===== src/rtl/swd_pkg.sv =====
// Shared types and constants for the SWD transfer engine.
package swd_pkg;

  typedef enum logic [3:0] {
    StIdle,
    StPad,
    StReq,
    StTrn1,
    StAck,
    StTrn2,
    StWdata,
    StWpar,
    StRdata,
    StRpar,
    StTrn3,
    StDone
  } swd_state_e;

  typedef enum logic [1:0] {
    ST_OK       = 2'd0,
    ST_WAIT_EXH = 2'd1,
    ST_FAULT    = 2'd2,
    ST_PROTO    = 2'd3
  } swd_status_e;

  localparam logic [2:0] ACK_OK    = 3'b001;
  localparam logic [2:0] ACK_WAIT  = 3'b010;
  localparam logic [2:0] ACK_FAULT = 3'b100;

endpackage


===== src/rtl/swd_shift_unit.sv =====
// LSB-first data shifter with running XOR parity, shared by the write and read data phases.
module swd_shift_unit #(
  parameter int unsigned DATA_W = 32
) (
  input  logic              sck,
  input  logic              rst_n,
  input  logic              load,
  input  logic [DATA_W-1:0] load_data,
  input  logic              shift,
  input  logic              rx,
  input  logic              shift_in,
  output logic [DATA_W-1:0] data,
  output logic              parity,
  output logic              bit_next,
  output logic              parity_next
);

  logic [DATA_W-1:0] data_q, data_d;
  logic              par_q, par_d;

  always_comb begin
    data_d = data_q;
    par_d  = par_q;
    if (load) begin
      data_d = load_data;
      par_d  = 1'b0;
    end else if (shift) begin
      // Parity covers the bits that cross the line in either direction.
      par_d  = par_q ^ (rx ? shift_in : data_q[0]);
      data_d = {shift_in, data_q[DATA_W-1:1]};
    end
  end

  always_ff @(posedge sck or negedge rst_n) begin
    if (!rst_n) begin
      data_q <= '0;
      par_q  <= 1'b0;
    end else begin
      data_q <= data_d;
      par_q  <= par_d;
    end
  end

  assign data        = data_q;
  assign parity      = par_q;
  assign bit_next    = data_d[0];
  assign parity_next = par_d;

endmodule


===== src/rtl/swd_xfer_engine.sv =====
// Runs one SWD read or write transaction per accepted request, retrying on WAIT ACKs.
module swd_xfer_engine
  import swd_pkg::*;
#(
  parameter int unsigned DATA_W     = 32,
  parameter int unsigned TRN_CYCLES = 1,
  parameter int unsigned PAD_BITS   = 2,
  parameter int unsigned MAX_RETRY  = 3
) (
  input  logic              sck,
  input  logic              rst_n,
  input  logic              req_valid,
  output logic              req_ready,
  input  logic [7:0]        req_byte,
  input  logic [DATA_W-1:0] req_wdata,
  output logic              rsp_valid,
  output logic [1:0]        rsp_status,
  output logic [2:0]        rsp_ack,
  output logic [DATA_W-1:0] rsp_rdata,
  output logic              rsp_perr,
  output logic              swdio_out,
  output logic              swdio_oe,
  input  logic              swdio_in,
  output logic              swclk_en
);

  localparam int unsigned CntW   = $clog2((DATA_W > 8 ? DATA_W : 8) + 1);
  localparam int unsigned RetryW = (MAX_RETRY > 0) ? $clog2(MAX_RETRY + 1) : 1;
  localparam logic [CntW-1:0] PadLast  = CntW'(PAD_BITS - 1);
  localparam logic [CntW-1:0] TrnLast  = CntW'(TRN_CYCLES - 1);
  localparam logic [CntW-1:0] DataLast = CntW'(DATA_W - 1);
  localparam logic [CntW-1:0] ReqLast  = CntW'(7);
  localparam logic [CntW-1:0] AckLast  = CntW'(2);
  localparam swd_state_e FirstSt = (PAD_BITS == 0) ? StReq : StPad;

  swd_state_e        state_q, state_d;
  swd_status_e       status_q, status_d;
  logic [CntW-1:0]   cnt_q, cnt_d;
  logic [RetryW-1:0] retry_q, retry_d;
  logic              redo_q, redo_d;
  logic              start_q, start_d;
  logic [2:0]        ack_q, ack_d, ack_now;
  logic              perr_q, perr_d;
  logic [7:0]        req_q;
  logic              accept, oe_d, out_d;
  logic [DATA_W-1:0] sh_data;
  logic              sh_parity, sh_bit_next, sh_par_next;

  assign accept = req_valid && req_ready;

  swd_shift_unit #(
    .DATA_W(DATA_W)
  ) u_shift (
    .sck        (sck),
    .rst_n      (rst_n),
    .load       (accept),
    .load_data  (req_wdata),
    .shift      ((state_q == StWdata) || (state_q == StRdata)),
    .rx         (req_q[2]),
    .shift_in   (swdio_in),
    .data       (sh_data),
    .parity     (sh_parity),
    .bit_next   (sh_bit_next),
    .parity_next(sh_par_next)
  );

  // state_q names the bit currently on the line; the edge ending it samples swdio_in.
  always_comb begin
    state_d  = state_q;
    cnt_d    = cnt_q + CntW'(1);
    retry_d  = retry_q;
    redo_d   = redo_q;
    status_d = status_q;
    ack_d    = ack_q;
    perr_d   = perr_q;
    start_d  = accept;
    ack_now  = {swdio_in, ack_q[2:1]};
    if (accept) begin
      retry_d = '0;
      redo_d  = 1'b0;
      perr_d  = 1'b0;
    end
    unique case (state_q)
      StIdle: begin
        cnt_d = '0;
        if (start_q) state_d = FirstSt;
      end
      StPad: if (cnt_q == PadLast) begin state_d = StReq; cnt_d = '0; end
      StReq: if (cnt_q == ReqLast) begin state_d = StTrn1; cnt_d = '0; end
      StTrn1: if (cnt_q == TrnLast) begin state_d = StAck; cnt_d = '0; end
      StAck: begin
        ack_d = ack_now;
        if (cnt_q == AckLast) begin
          cnt_d   = '0;
          state_d = StTrn3;
          redo_d  = 1'b0;
          if (ack_now == ACK_OK) begin
            status_d = ST_OK;
            state_d  = req_q[2] ? StRdata : StTrn2;
          end else if (ack_now == ACK_WAIT && retry_q < RetryW'(MAX_RETRY)) begin
            retry_d = retry_q + RetryW'(1);
            redo_d  = 1'b1;
          end else if (ack_now == ACK_WAIT) begin
            status_d = ST_WAIT_EXH;
          end else if (ack_now == ACK_FAULT) begin
            status_d = ST_FAULT;
          end else begin
            status_d = ST_PROTO;
          end
        end
      end
      StTrn2: if (cnt_q == TrnLast) begin state_d = StWdata; cnt_d = '0; end
      StWdata: if (cnt_q == DataLast) begin state_d = StWpar; cnt_d = '0; end
      StWpar: begin state_d = StDone; cnt_d = '0; end
      StRdata: if (cnt_q == DataLast) begin state_d = StRpar; cnt_d = '0; end
      StRpar: begin
        perr_d  = swdio_in ^ sh_parity;
        state_d = StTrn3;
        cnt_d   = '0;
      end
      StTrn3: if (cnt_q == TrnLast) begin
        state_d = redo_q ? FirstSt : StDone;
        cnt_d   = '0;
      end
      StDone: begin state_d = StIdle; cnt_d = '0; end
      default: begin state_d = StIdle; cnt_d = '0; end
    endcase

    oe_d  = 1'b0;
    out_d = 1'b0;
    unique case (state_d)
      StPad: oe_d = 1'b1;
      StReq: begin oe_d = 1'b1; out_d = req_q[cnt_d[2:0]]; end
      StWdata: begin oe_d = 1'b1; out_d = sh_bit_next; end
      StWpar: begin oe_d = 1'b1; out_d = sh_par_next; end
      default: ;
    endcase
  end

  always_ff @(posedge sck or negedge rst_n) begin
    if (!rst_n) begin
      state_q    <= StIdle;
      status_q   <= ST_OK;
      cnt_q      <= '0;
      retry_q    <= '0;
      redo_q     <= 1'b0;
      start_q    <= 1'b0;
      ack_q      <= '0;
      perr_q     <= 1'b0;
      req_q      <= '0;
      req_ready  <= 1'b1;
      swdio_oe   <= 1'b0;
      swdio_out  <= 1'b0;
      swclk_en   <= 1'b0;
      rsp_valid  <= 1'b0;
      rsp_status <= ST_OK;
      rsp_ack    <= '0;
      rsp_rdata  <= '0;
      rsp_perr   <= 1'b0;
    end else begin
      state_q   <= state_d;
      status_q  <= status_d;
      cnt_q     <= cnt_d;
      retry_q   <= retry_d;
      redo_q    <= redo_d;
      start_q   <= start_d;
      ack_q     <= ack_d;
      perr_q    <= perr_d;
      if (accept) req_q <= req_byte;
      req_ready <= (state_d == StIdle) && !start_d;
      swdio_oe  <= oe_d;
      swdio_out <= out_d;
      swclk_en  <= !(state_d inside {StIdle, StDone});
      rsp_valid <= (state_d == StDone);
      if (state_d == StDone) begin
        rsp_status <= status_d;
        rsp_ack    <= ack_d;
        rsp_perr   <= perr_d;
        rsp_rdata  <= (req_q[2] && status_d == ST_OK) ? sh_data : '0;
      end
    end
  end

endmodule


===== config.mk =====
export PLATFORM = sky130hd
export DESIGN_NAME = swd_xfer_engine
export DESIGN_NICKNAME = d
export VERILOG_FILES = /design/src/rtl/swd_pkg.sv /design/src/rtl/swd_shift_unit.sv /design/src/rtl/swd_xfer_engine.sv
export SDC_FILE = /design/constraint.sdc
export NUM_CORES = 1
export LEC_CHECK = 0
export BUFFER_PORTS_ARGS = -buffer_cell sky130_fd_sc_hd__buf_2
export CAP_MARGIN = 30
export CORE_MARGIN = 2
export CORE_UTILIZATION = 60
export CTS_BUF_LIST = sky130_fd_sc_hd__clkbuf_4 sky130_fd_sc_hd__clkbuf_8 sky130_fd_sc_hd__clkbuf_16
export CTS_CLUSTER_SIZE = 16
export DETAILED_ROUTE_END_ITERATION = 16
export PLACE_DENSITY = 0.85
export SYNTH_ARGS = -nofsm -noshare
export SYNTH_HDL_FRONTEND = slang
export SYNTH_SLANG_ARGS = --single-unit

===== constraint.sdc =====
create_clock -name sck -period 4.9 [get_ports sck]
set_input_delay 0 -clock sck [delete_from_list [all_inputs] [get_ports sck]]
set_output_delay 0 -clock sck [all_outputs]
set_load 0.02 [all_outputs]

# Yosys cells after proc, flatten, opt, wreduce, memory -nomap -nowiden
# Index checks and enable logic that the tools add are counted.
[word_totals]
reg_bits = 104
input_bits = 44
wordCells = 113
output_inout_bits = 43
[classes]
n_mux = 48
magnitude_cmp = 2
bitwise = 2
eq_ne = 22
n_addsub = 2
n_reduce_logical = 16
[ops]
columns = ["cell", "count"]
rows = [
  ["2-to-1 mux 32 bit", 3],
  ["2-to-1 mux 4 bit", 12],
  ["one-hot mux 4 bit (11 select lines)", 1],
  ["2-to-1 mux 6 bit", 5],
  ["one-hot mux 6 bit (5 select lines)", 1],
  ["equality test 4 x 3 -> 1 bit, second input constant", 6],
  ["2-to-1 mux 2 bit", 10],
  ["equality test 4 bit, second input constant", 4],
  ["2-to-1 mux 1 bit", 13],
  ["equality test 4 x 2 -> 1 bit, second input constant", 3],
  ["equality test 4 x 1 -> 1 bit, second input constant", 2],
  ["zero test 4 bit", 2],
  ["adder 6 x 1 -> 6 bit, second input constant", 1],
  ["equality test 6 x 1 -> 1 bit, second input constant", 1],
  ["equality test 6 x 2 -> 1 bit, second input constant", 1],
  ["equality test 6 x 3 -> 1 bit, second input constant", 1],
  ["equality test 6 x 5 -> 1 bit, second input constant", 1],
  ["zero test 6 bit", 1],
  ["logical AND 1 bit", 4],
  ["less-than comparator 3 x 4 -> 1 bit, second input constant", 1],
  ["nonzero test 2 bit", 2],
  ["OR reduction 4 bit", 1],
  ["binary-select mux 1 bit (select 3 bit)", 1],
  ["equality test 3 x 1 -> 1 bit, second input constant", 1],
  ["other kinds (12)", 14],
]

# Logic depth before layout (Yosys ltp)
# Gate-level depths: netlist of the first run.
[depth]
depth_word = 10
ltp_mapped = 12

# Cells and area by module
# From an unflattened synthesis of the first run, not the netlist that was laid out.
[hier_totals]
hier_cells = 423
area_unflattened_um2 = 4882.2
[modules_own_cells]
columns = ["module", "seq_area_each_um2", "n_inst", "cells_each", "area_per_inst_um2"]
rows = [
  ["swd_xfer_engine", 1778.0, 1, 278, 3311.9],
  ["swd_shift_unit", 825.8, 1, 145, 1570.3],
]

# Worst setup path after synthesis of the first run
# No wires, ideal clock.
[synth_path]
kind = "flip-flop to flip-flop"
start = "reg cnt_q[0]"
end = "reg rsp_rdata[0]"
period_less_slack_ns = 2.433
n_path_buf = 3
t_arrival_ns = 2.312
setup_slack_ns = 2.467
stages_incl_launch_ff = 12
path_cell_list = "dfrtp_1 -> clkbuf_1 -> inv_1 -> ha_1 -> and3_1 -> buf_4 -> nand3b_1 -> a21oi_1 -> a311oi_1 -> nor4b_4 -> buf_6 -> a22o_1"
[synth_between]
elab_chain_cells = 6
[synth_rtl]
columns = ["item", "line", "rtl"]
rows = [
  ["start: declaration", "swd_xfer_engine.sv:38", "logic [CntW-1:0] cnt_q, cnt_d;"],
  ["start signal: assignment", "swd_xfer_engine.sv:163", "cnt_q <= cnt_d;"],
  ["equality test 6 x 2 -> 1 bit", "swd_xfer_engine.sv:93", "if (cnt_q == AckLast) begin"],
  ["2-to-1 mux 2 bit", "swd_xfer_engine.sv:93", ""],
  ["2-to-1 mux 2 bit", "swd_xfer_engine.sv:83", "unique case (state_q)"],
  ["via status_d[0]", "swd_xfer_engine.sv:37", "swd_status_e status_q, status_d;"],
  ["zero test 2 bit", "swd_xfer_engine.sv:179", "rsp_rdata <= (req_q[2] && status_d == ST_OK) ? sh_data : '0;"],
  ["logical AND 1 bit", "swd_xfer_engine.sv:179", ""],
  ["2-to-1 mux 32 bit", "swd_xfer_engine.sv:179", ""],
  ["end signal: assignment", "swd_xfer_engine.sv:179", ""],
  ["end: declaration", "swd_xfer_engine.sv:19", "output logic [DATA_W-1:0] rsp_rdata,"],
]
# The timed path passes the listed nets, and every way through them passes these cells.
# A chain may end at the register's enable or synchronous reset.

# Final worst setup path of the first run
[layout_path]
start = "reg cnt_q[2]"
end = "reg rsp_ack[0]"
[layout_between]
elab_chain_cells = 4
[layout_rtl]
columns = ["item", "line", "rtl"]
rows = [
  ["equality test 6 x 5 -> 1 bit, or another cell as far along", "swd_xfer_engine.sv:113, swd_xfer_engine.sv:115", ""],
  ["2-to-1 mux 4 bit, or another cell as far along", "swd_xfer_engine.sv:115", "StRdata: if (cnt_q == DataLast) begin state_d = StRpar; cnt_d = '0; end"],
  ["one-hot mux 4 bit (11 select lines) *", "swd_xfer_engine.sv:83", ""],
  ["equality test 4 bit *", "swd_xfer_engine.sv:175", "if (state_d == StDone) begin"],
  ["end signal: assignment", "swd_xfer_engine.sv:177", "rsp_ack <= ack_d;"],
  ["end: declaration", "swd_xfer_engine.sv:18", "output logic [2:0] rsp_ack,"],
]
# Mark *: on every way between the ends. The rest lies on a longest branch, timed or not.

==> results of run 1 <==
## path summary, 6_finish.rpt
kind / end / slack, ns / cells past startpoint
max in group asynchronous: req_ready / 3.86 / 4
min in group sck: status_q[1] / 0.09 / 3
worst min-delay path: u_shift.data[8] / 0.05 / 2
worst max-delay path: rsp_ack[0] / 1.42 / 7
worst max register to register: rsp_ack[0] / 1.42 / 7
worst min register to register: ack_q[0] / 0.51 / 1
## registers in the layout, summed over array words and instances, names as in the netlist, 2 cells and up
signal,count
rsp_rdata,32
req_q,8
rsp_ack,3
status_q,2
ack_q,3
rsp_status,2
u_shift.data,32
cnt_q,6
retry_q,2
state_q,4
## where the power goes
part / total [W] / internal [W] / switching (W)
Clock: 0.000517 / 0.000202 / 0.000314
Sequential: 0.00155 / 0.00121 / 0.000347
Combinational: 0.00171 / 0.000777 / 0.000937
Total: 0.00378 / 0.00219 / 0.00160
## cell usage in the layout, fill, tap and decap left out, types with 9 or more instances in the layout
| cell | netlist | layout |
|---|---|---|
| dfrtp_1 | 103 | 103 |
| buf_2 | 6 | 85 |
| a21oi_1 | 45 | 45 |
| nor2_1 | 45 | 44 |
| dlygate4sd3_1 | 0 | 41 |
| mux2i_1 | 38 | 38 |
| a22o_1 | 32 | 32 |
| mux2_2 | 17 | 17 |
| nand2_1 | 14 | 13 |
| nand3_1 | 13 | 13 |
| clkbuf_8 | 0 | 9 |
## cells by family after synthesis
group                    share of synthesized area (%)
AND/OR/NAND/NOR                                   12.5
AO/OA/AOI/OAI                                     16.0
flip-flops                                        53.0
multiplexers                                      11.6
buffers and inverters                             4.35
XOR/XNOR                                          1.25
adder cells (fa/ha/maj)                           1.27
## critical path, stage by stage, from the launching register on
cell	delay, ns
dfrtp_1	0.48
nor4_4	0.69
a21oi_1	0.21
a21o_1	0.19
a221o_1	0.37
o211ai_4	0.73
buf_4	0.34
mux2_2	0.36
## routing by layer
layer  share of wire, %  routed length [um]
met1                 41                4810
met2                 52                6040
met3                4.6                 536
met4                2.2                 260
met5                  0                   0
## metrics by stage
stage | instances | setup slack (ns) | util, %
6_report | 661 | 1.42 | 73.9
5_1_grt | 660 | 1.26 | 73.9
3_3_place_gp | 602 | 1.55 | 66.1
3_5_place_dp | 602 | 1.48 | 66.1
4_1_cts | 659 | 1.44 | 73.6
2_1_floorplan | 438 | 2.47 | -
## area by class of cell
| cell class | instances | area share, % |
|---|---|---|
| flip-flops and latches | 104 | 43.5 |
| repair buffers | 133 | 15.2 |
| inverters | 8 | 0.502 |
| diodes | 1 | 0.0418 |
| multi-input cells | 294 | 35.4 |
| well taps | 105 | 2.20 |
| clock buffers | 10 | 2.20 |
| clock inverters | 6 | 1.00 |
## timing repair
item                                   in CTS  in global routing
endpoints found under the hold margin      63                  0
hold buffers                               41                  0
setup endpoints to repair                   0                  0
==> summary.txt, run 1 <==
Routing
  • Post-DR wirelength/cell: 17.6 um
  • Drt pass-1 iters: 5
  • Final routed DRC violation total: 0
  • Remaining antenna violation count: 0
  • DRT iter0 DRCs: 329
  • WL final: 11.7 mm
  • Via density: 5.95
  • Vias: 3933

Die
  • DIE WIDTH: 94.5 um
  • Initial Utilization: 60.7%
  • Die Footprint: 8930 um2
  • DIE HEIGHT: 94.5 um
  • Site Rows: 33
  • Ports: 87
  • Core Footprint: 8090 um2

STA
  • Worst slew margin: 38.9%
  • Hold WS: 0.0466 ns
  • Unrepaired setup endpoints after global routing: no
  • Fmax: 287 MHz
  • Period utilization: 71.1%
  • Slew Viols, Final: 0
  • Final min period: 3.48 ns
  • Worst Max-Slew Pin Slew: 0.917 ns
  • Final Skew: 0.0212 ns
  • Setup violators final: 0
  • Fin Setup TNS: 0 ns
  • Hold Vio Cnt, Final: 0

Layout
  • P&R area growth vs syn: 21.7%
  • Layout cells sized above 1: 25.0%
  • Fillcell total: 544
  • Area occupied by registers: 2600 um2
  • Area of the multi-input gates: 2120 um2
  • Fin area: 5980 um2
  • Final #Nets: 599

Critical path
  • Worst Setup SP: cnt_q[2]
  • RR Startpoint: cnt_q[2]
  • CP max FO: 28
  • Setup CP Type: register to register
  • Worst EP arrival: 3.75 ns
  • CP Launch Type: register
  • Critical path endpoint category: register
  • Req. time, crit path: 5.16 ns

Clock tree
  • Post-CTS setup buffer count: 0
  • Root buf cell: clkbuf_8
  • Clk Latency, worst-skew pair: 0.37 ns
  • Clk sinks: 104
  • CTS tree: yes
  • CTS buffer count: 9
  • Clk pin slew, worst setup/hold paths: 0.11 ns
  • CTS max path bufs: 2
  • CTS-repair resized insts: 0
  • # H-tree levels: 3

Synth
  • Most frequent cells after synthesis: dfrtp_1, a21oi_1, nor2_1
  • Post-synth top area cell: dfrtp_1
  • Post-synth EDFFs: 0
  • Synth Instances: 438
  • Top cell type's share of synthesized area: 52.4%
  • Synth Warn #: 0
  • Synth area leaders: dfrtp_1, mux2i_1, a22o_1
  • Seq cells post-synth: 104
  • Syn Std Cell Area: 4910 um2
  • Unique masters post-synth: 58
  • Synth Flop Type: dfrtp_1
  • Top-count cell post-synth: dfrtp_1
  • Ys async rst share: 100%
  • Register area share after synthesis: 53.0%
  • Syn_area_per_cell: 11.2 um2
  • Synth Net Count: 487

Global route
  • Vias in the first global route: 3881
  • Met2 usage: 45.7%
  • Gr busiest metal: met2
  • GRT overflow: 0
  • Largest net degree at the start of global routing: 82
  • Met3 GRT Util: 4.47%
  • Initial antenna violation count: 0
  • GRT Util Overall: 27.0%
  • GR met1 Demand/Resource: 35.1%
  • First-pass GRT wire length: 18.7 mm

Placed design
  • Post-DP HPWL: 7.12 mm
  • IO Port Bufs: 86
  • Post-DP Area: 5350 um2
  • RD Place Congestion: 0.928

Power and ir drop
  • VDD IR max: 0.374 mV
  • Pleak: 2.87 nW
  • PD cells: 633 nW/um2
  • Total power: 0.00378 W

Run
  • Max cap viols: 0

Status
  • Status: finished clean

Hold path
  • Worst hold path type: input port to asynchronous set/reset pin
Note: power is estimated with default switching activity, not from simulation.
==> run 2, diff against run 1 <==
--- a/config.mk
+++ b/config.mk
@@ -8,11 +8,11 @@
 export BUFFER_PORTS_ARGS = -buffer_cell sky130_fd_sc_hd__buf_2
 export CAP_MARGIN = 30
 export CORE_MARGIN = 2
-export CORE_UTILIZATION = 60
+export CORE_UTILIZATION = 56
 export CTS_BUF_LIST = sky130_fd_sc_hd__clkbuf_4 sky130_fd_sc_hd__clkbuf_8 sky130_fd_sc_hd__clkbuf_16
 export CTS_CLUSTER_SIZE = 16
 export DETAILED_ROUTE_END_ITERATION = 16
-export PLACE_DENSITY = 0.85
+export PLACE_DENSITY = 0.8
 export SYNTH_ARGS = -nofsm -noshare
 export SYNTH_HDL_FRONTEND = slang
 export SYNTH_SLANG_ARGS = --single-unit
==> constraint.sdc (replaced) <==
create_clock -name sck -period 3.4 [get_ports sck]
set_input_delay 0 -clock sck [delete_from_list [all_inputs] [get_ports sck]]
set_output_delay 0 -clock sck [all_outputs]
set_load 0.02 [all_outputs]
==> run 2 against run 1 <==
Clock-buffer cell count did not move. Via count fell by 0.64%. First-iteration DRC count fell by 37%. Clock power rose by 41%. Clock skew fell by 0.0088 ns. Final area rose by 0.27%. Critical endpoint is now rsp_rdata[0]. Critical path type unchanged. Worst hold slack improved by 0.058 ns. Wire length fell by 0.84%.
==> summary.txt, run 2 (synthesis results as in run 1) <==
Clock tree
  • Clk Latency, worst-skew pair: 0.37 ns
  • Post-CTS setup buffer count: 0
  • CTS buffer count: 9
  • Root buf cell: clkbuf_8
  • Hold-fix buffers, CTS: 41
  • Clk pin slew, worst setup/hold paths: 0.10 ns
  • CTS-repair resized insts: 0
  • # H-tree levels: 3
  • CTS tree: yes
  • Clk sinks: 104
  • CTS max path bufs: 2

STA
  • Period utilization: 86.5%
  • Slew Viols, Final: 0
  • Hold Vio Cnt, Final: 0
  • Worst Max-Slew Pin Slew: 0.750 ns
  • Hold WS: 0.104 ns
  • Final min period: 2.94 ns
  • Unrepaired setup endpoints after global routing: no
  • Setup violators final: 0
  • Final Skew: 0.0124 ns
  • Worst slew margin: 50.0%
  • Fmax: 340 MHz
  • Fin Setup TNS: 0 ns

Global route
  • Largest net degree at the start of global routing: 59
  • Gr busiest metal: met2
  • First-pass GRT wire length: 19.0 mm
  • GRT Util Overall: 24.9%
  • GRT overflow: 0
  • Met3 GRT Util: 3.88%
  • Vias in the first global route: 3874
  • Met2 usage: 39.2%
  • Initial antenna violation count: 0
  • GR met1 Demand/Resource: 34.3%

Layout
  • Post-route insts no fill: 669
  • P&R area growth vs syn: 22.1%
  • Leading cell type in the layout, fill and taps excluded: dfrtp_1
  • Final #Nets: 605
  • Fin area: 6000 um2
  • Layout cells sized above 1: 25.8%
  • Most frequent cells in the layout: dfrtp_1, buf_2, a21oi_1, nor2_1, dlygate4sd3_1
  • ANT cells: 0

Critical path
  • Setup CP Type: register to register
  • CP max stage delay: 0.62 ns
  • Critical path endpoint category: register
  • CP Launch Type: register
  • Worst-path cell chain: nor4b_4 -> and3_1 -> nand3b_1 -> a21oi_1 -> a311oi_1 -> buf_4 -> nor4b_4 -> buf_4 -> a22o_1
  • CP max FO: 32
  • Worst EP arrival: 3.25 ns
  • Slowest stage cell, crit path: dfrtp_1
  • Req. time, crit path: 3.71 ns

Hold path
  • Worst hold path type: input port to register

Die
  • DIE HEIGHT: 97.7 um
  • Initial Utilization: 56.9%
  • Die Footprint: 9540 um2
  • Ports: 87
  • Core Footprint: 8640 um2
  • Site Rows: 34
  • DIE WIDTH: 97.7 um

Routing
  • Vias: 3908
  • Via density: 5.84
  • DRT iter0 DRCs: 206
  • Drt pass-1 iters: 4
  • WL final: 11.6 mm
  • Remaining antenna violation count: 0
  • Post-DR wirelength/cell: 17.3 um
  • Final routed DRC violation total: 0

Placed design
  • Post-DP HPWL: 7.35 mm
  • IO Port Bufs: 86
  • RD Place Congestion: 0.865
  • Placed cells: 612
  • Post-DP Area: 5410 um2

Power and ir drop
  • VDD IR max: 0.500 mV
  • PD cells: 910 nW/um2
  • Pleak: 2.88 nW

Status
  • Status: finished clean

Run
  • Max cap viols: 0
[run 2: cell count changes in the layout (fill, tap and decap cells not counted)]
cell        before  now
buf_16           1    0
clkinv_4         2    1
diode_2          1    0
clkinv_2         0    1
buf_4            6   13
inv_8            0    1
clkinv_8         1    0
inv_6            3    2
clkinvlp_4       0    1
[run 2: metrics by stage]
step,util (%),setup WS (ns),power [W]
after floorplan,-,0.967,0.00402
after global placement,62.6,0.566,0.00458
after detailed placement,62.6,0.523,0.00468
after CTS,69.5,0.488,0.00545
after global routing,69.5,0.297,0.00581
final,69.5,0.460,0.00546
[run 2: path summary, 6_finish.rpt]
kind / start / end / slack, ns / cells after the start
worst min register to register: retry_q[0] / retry_q[0] / 0.50 / 1
worst min-delay path: swdio_in / u_shift.data[31] / 0.10 / 3
max in group asynchronous: rst_n / status_q[1] / 2.33 / 3
worst max register to register: state_q[3] / rsp_rdata[0] / 0.46 / 9
min in group asynchronous: rst_n / req_q[6] / 0.23 / 2
worst max-delay path: state_q[3] / rsp_rdata[0] / 0.46 / 9
[run 2: worst max-delay path: cells and delay by family (launching register included)]
family,cells,cell delay (ns)
AO/OA/AOI/OAI,3,0.44
buffers and inverters,2,0.54
flip-flops,1,0.62
AND/OR/NAND/NOR,4,1.25
[run 2: power breakdown]
group / total, W / internal, W / switching, W
clock: 0.000730 / 0.000285 / 0.000444
sequential: 0.00217 / 0.00174 / 0.000429
combinational: 0.00256 / 0.00115 / 0.00142
[run 2: layout make-up]
class,count,area [um2]
Inverter,8,30.0
Multi-Input combinational cell,294,2120
Fill cell,636,2640
Timing Repair Buffer,139,933
Clock buffer,10,131
Clock inverter,6,50.0
Tap cell,108,135
Sequential cell,104,2600
[run 2: per-layer routing]
metal  wire [um]  part of all wire (%)
met1        4980                    43
met2        5680                    49
met3         552                   4.8
met4         340                   2.9
met5           0                     0
==> run 3, diff against run 2 <==
--- a/config.mk
+++ b/config.mk
@@ -7,11 +7,12 @@
 export LEC_CHECK = 0
 export BUFFER_PORTS_ARGS = -buffer_cell sky130_fd_sc_hd__buf_2
 export CAP_MARGIN = 30
-export CORE_MARGIN = 2
+export CORE_MARGIN = 1
 export CORE_UTILIZATION = 56
 export CTS_BUF_LIST = sky130_fd_sc_hd__clkbuf_4 sky130_fd_sc_hd__clkbuf_8 sky130_fd_sc_hd__clkbuf_16
 export CTS_CLUSTER_SIZE = 16
 export DETAILED_ROUTE_END_ITERATION = 16
+export HOLD_SLACK_MARGIN = 0.06
 export PLACE_DENSITY = 0.8
 export SYNTH_ARGS = -nofsm -noshare
 export SYNTH_HDL_FRONTEND = slang
==> run 3 against run 2 <==
Clock-buffer cell count grew 1. Sequential cell count is the same. Wire length shrank 2.4%. Non-clock buffer count shrank 1. Global-route usage grew 1.1 points. Core utilization grew 2.3 points. Critical endpoint is now rsp_rdata[10]. Largest power group unchanged.
==> summary.txt, run 3 (synthesis results as in run 1) <==
Status
  • Status: finished clean

Clock tree
  • CTS max path bufs: 2
  • Post-CTS setup buffer count: 0
  • Clk sinks: 104
  • CTS buffer count: 9
  • CTS tree: yes
  • Clk pin slew, worst setup/hold paths: 0.10 ns
  • Clk Latency, worst-skew pair: 0.36 ns
  • Root buf cell: clkbuf_8
  • # H-tree levels: 3

Placed design
  • IO Port Bufs: 86
  • RD Place Congestion: 0.932
  • Post-DP Area: 5400 um2
  • Post-DP HPWL: 7.32 mm

Power and ir drop
  • VDD IR max: 0.491 mV
  • Pleak: 2.88 nW
  • Sw Share: 41.3%
  • Power share of the sequential group: 40.1%
  • NetSw: 0.00224 W
  • Logic gate share of total power: 46.7%
  • PD cells: 906 nW/um2
  • Int Pwr: 0.00318 W
  • Clk network pwr share: 13.2%

Global route
  • Initial antenna violation count: 0
  • GRT Util Overall: 26.0%
  • First-pass GRT wire length: 18.1 mm
  • Vias in the first global route: 3705
  • GRT overflow: 0
  • Largest net degree at the start of global routing: 53

Layout
  • Final #Nets: 604
  • ANT cells: 0
  • P&R area growth vs syn: 21.8%
  • Fin area: 5990 um2
  • Layout cells sized above 1: 25.6%
  • Leading cell type in the layout, fill and taps excluded: dfrtp_1
  • Core Util, Final: 71.8%
  • Most frequent cells in the layout: dfrtp_1, buf_2, a21oi_1, nor2_1, dlygate4sd3_1

Routing
  • Vias: 3893
  • Post-DR wirelength/cell: 17.0 um
  • Drt pass-1 iters: 5
  • WL final: 11.3 mm
  • Via density: 5.86
  • DRT iter0 DRCs: 301
  • Remaining antenna violation count: 0
  • Final routed DRC violation total: 0

STA
  • Worst slew margin: 55.9%
  • Final Skew: 0.0196 ns
  • Worst Max-Slew Pin Slew: 0.662 ns
  • Slew Viols, Final: 0
  • Period utilization: 88.1%
  • Setup violators final: 0
  • Fmax: 334 MHz
  • Hold Vio Cnt, Final: 0
  • Unrepaired setup endpoints after global routing: no
  • Final min period: 3.00 ns
  • Fin Setup TNS: 0 ns

Critical path
  • Worst EP arrival: 3.28 ns
  • Critical path endpoint category: register
  • Req. time, crit path: 3.68 ns
  • CP Launch Type: register
  • CP max FO: 32
  • Setup CP Type: register to register

Die
  • DIE WIDTH: 95.7 um
  • Site Rows: 33
  • DIE HEIGHT: 95.7 um
  • Die Footprint: 9150 um2
  • Core Footprint: 8340 um2
  • Initial Utilization: 58.9%
  • Ports: 87

Hold path
  • Worst hold path type: input port to asynchronous set/reset pin

Run
  • Max cap viols: 0
## run 3: changes by cell type in the layout (fill, tap and decap cells not counted)
cell	delta
clkinv_2	-1
inv_6	+1
clkinvlp_4	-1
buf_4	-1
inv_8	-1
clkbuf_8	+1
## run 3: worst paths after layout
kind | start | depth (start not counted) | to | slack, ns
min in group sck | swdio_in | 3 | u_shift.data[31] | 0.10
hold reg to reg | retry_q[0] | 1 | retry_q[0] | 0.50
setup reg to reg | state_q[3] | 8 | rsp_rdata[10] | 0.40
hold / removal | rst_n | 2 | u_shift.data[30] | 0.08
max in group asynchronous | rst_n | 3 | u_shift.data[7] | 2.37
setup / recovery | state_q[3] | 8 | rsp_rdata[10] | 0.40
## run 3: per-layer routing
| metal | part of all wire [%] | GRT usage [%] | up-vias | wire (um) |
|---|---|---|---|---|
| li1 | - | - | 1824 | - |
| met1 | 43 | 34.8 | 1892 | 4810 |
| met2 | 50 | 43.3 | 156 | 5640 |
| met3 | 5.2 | 4.15 | 21 | 583 |
| met4 | 2.1 | 8.33 | 0 | 233 |
| met5 | 0 | 0 | - | 0 |
## run 3: what timing repair did
| item | CTS | global route |
|---|---|---|
| endpoints found under the hold margin | 92 | 0 |
| resized for setup | 0 | 0 |
| hold buffers | 41 | 0 |
## run 3: critical path, stage by stage, from the launching register on
cell and delay, ns:
dfrtp_1 0.63, nor4b_4 0.49, and3_1 0.40, o21ai_0 0.21
nand4_2 0.23, o211ai_4 0.12, nor4b_4 0.23, buf_4 0.37
a22o_1 0.23
## run 3: power by group through the flow
stage / registers, W / clock network, W / logic (W)
6_report: 0.00218 / 0.000716 / 0.00253
5_1_grt: 0.00224 / 0.000773 / 0.00278
4_1_cts: 0.00217 / 0.000730 / 0.00253
3_5_place_dp: 0.00218 / 0 / 0.00249
3_3_place_gp: 0.00216 / 0 / 0.00242
2_1_floorplan: 0.00225 / 0 / 0.00177
## run 3: area by class of cell
class | instances | area, um2
multi-input cells | 294 | 2120
well taps | 105 | 131
clock inverters | 4 | 35.0
fillers | 610 | 2350
clock buffers | 11 | 145
repair buffers | 138 | 926
inverters | 8 | 30.0
flip-flops and latches | 104 | 2600
## run 3: through the flow
step                      worst slack [ns]  cells  power, W  hold WS (ns)
after floorplan                      0.967    438   0.00402        -0.296
after global placement               0.583    608   0.00458       -0.0836
after detailed placement             0.509    608   0.00467       -0.0769
after CTS                            0.473    664   0.00542        0.0765
after global routing                 0.187    664   0.00579         0.109
final                                0.405    664   0.00542        0.0787
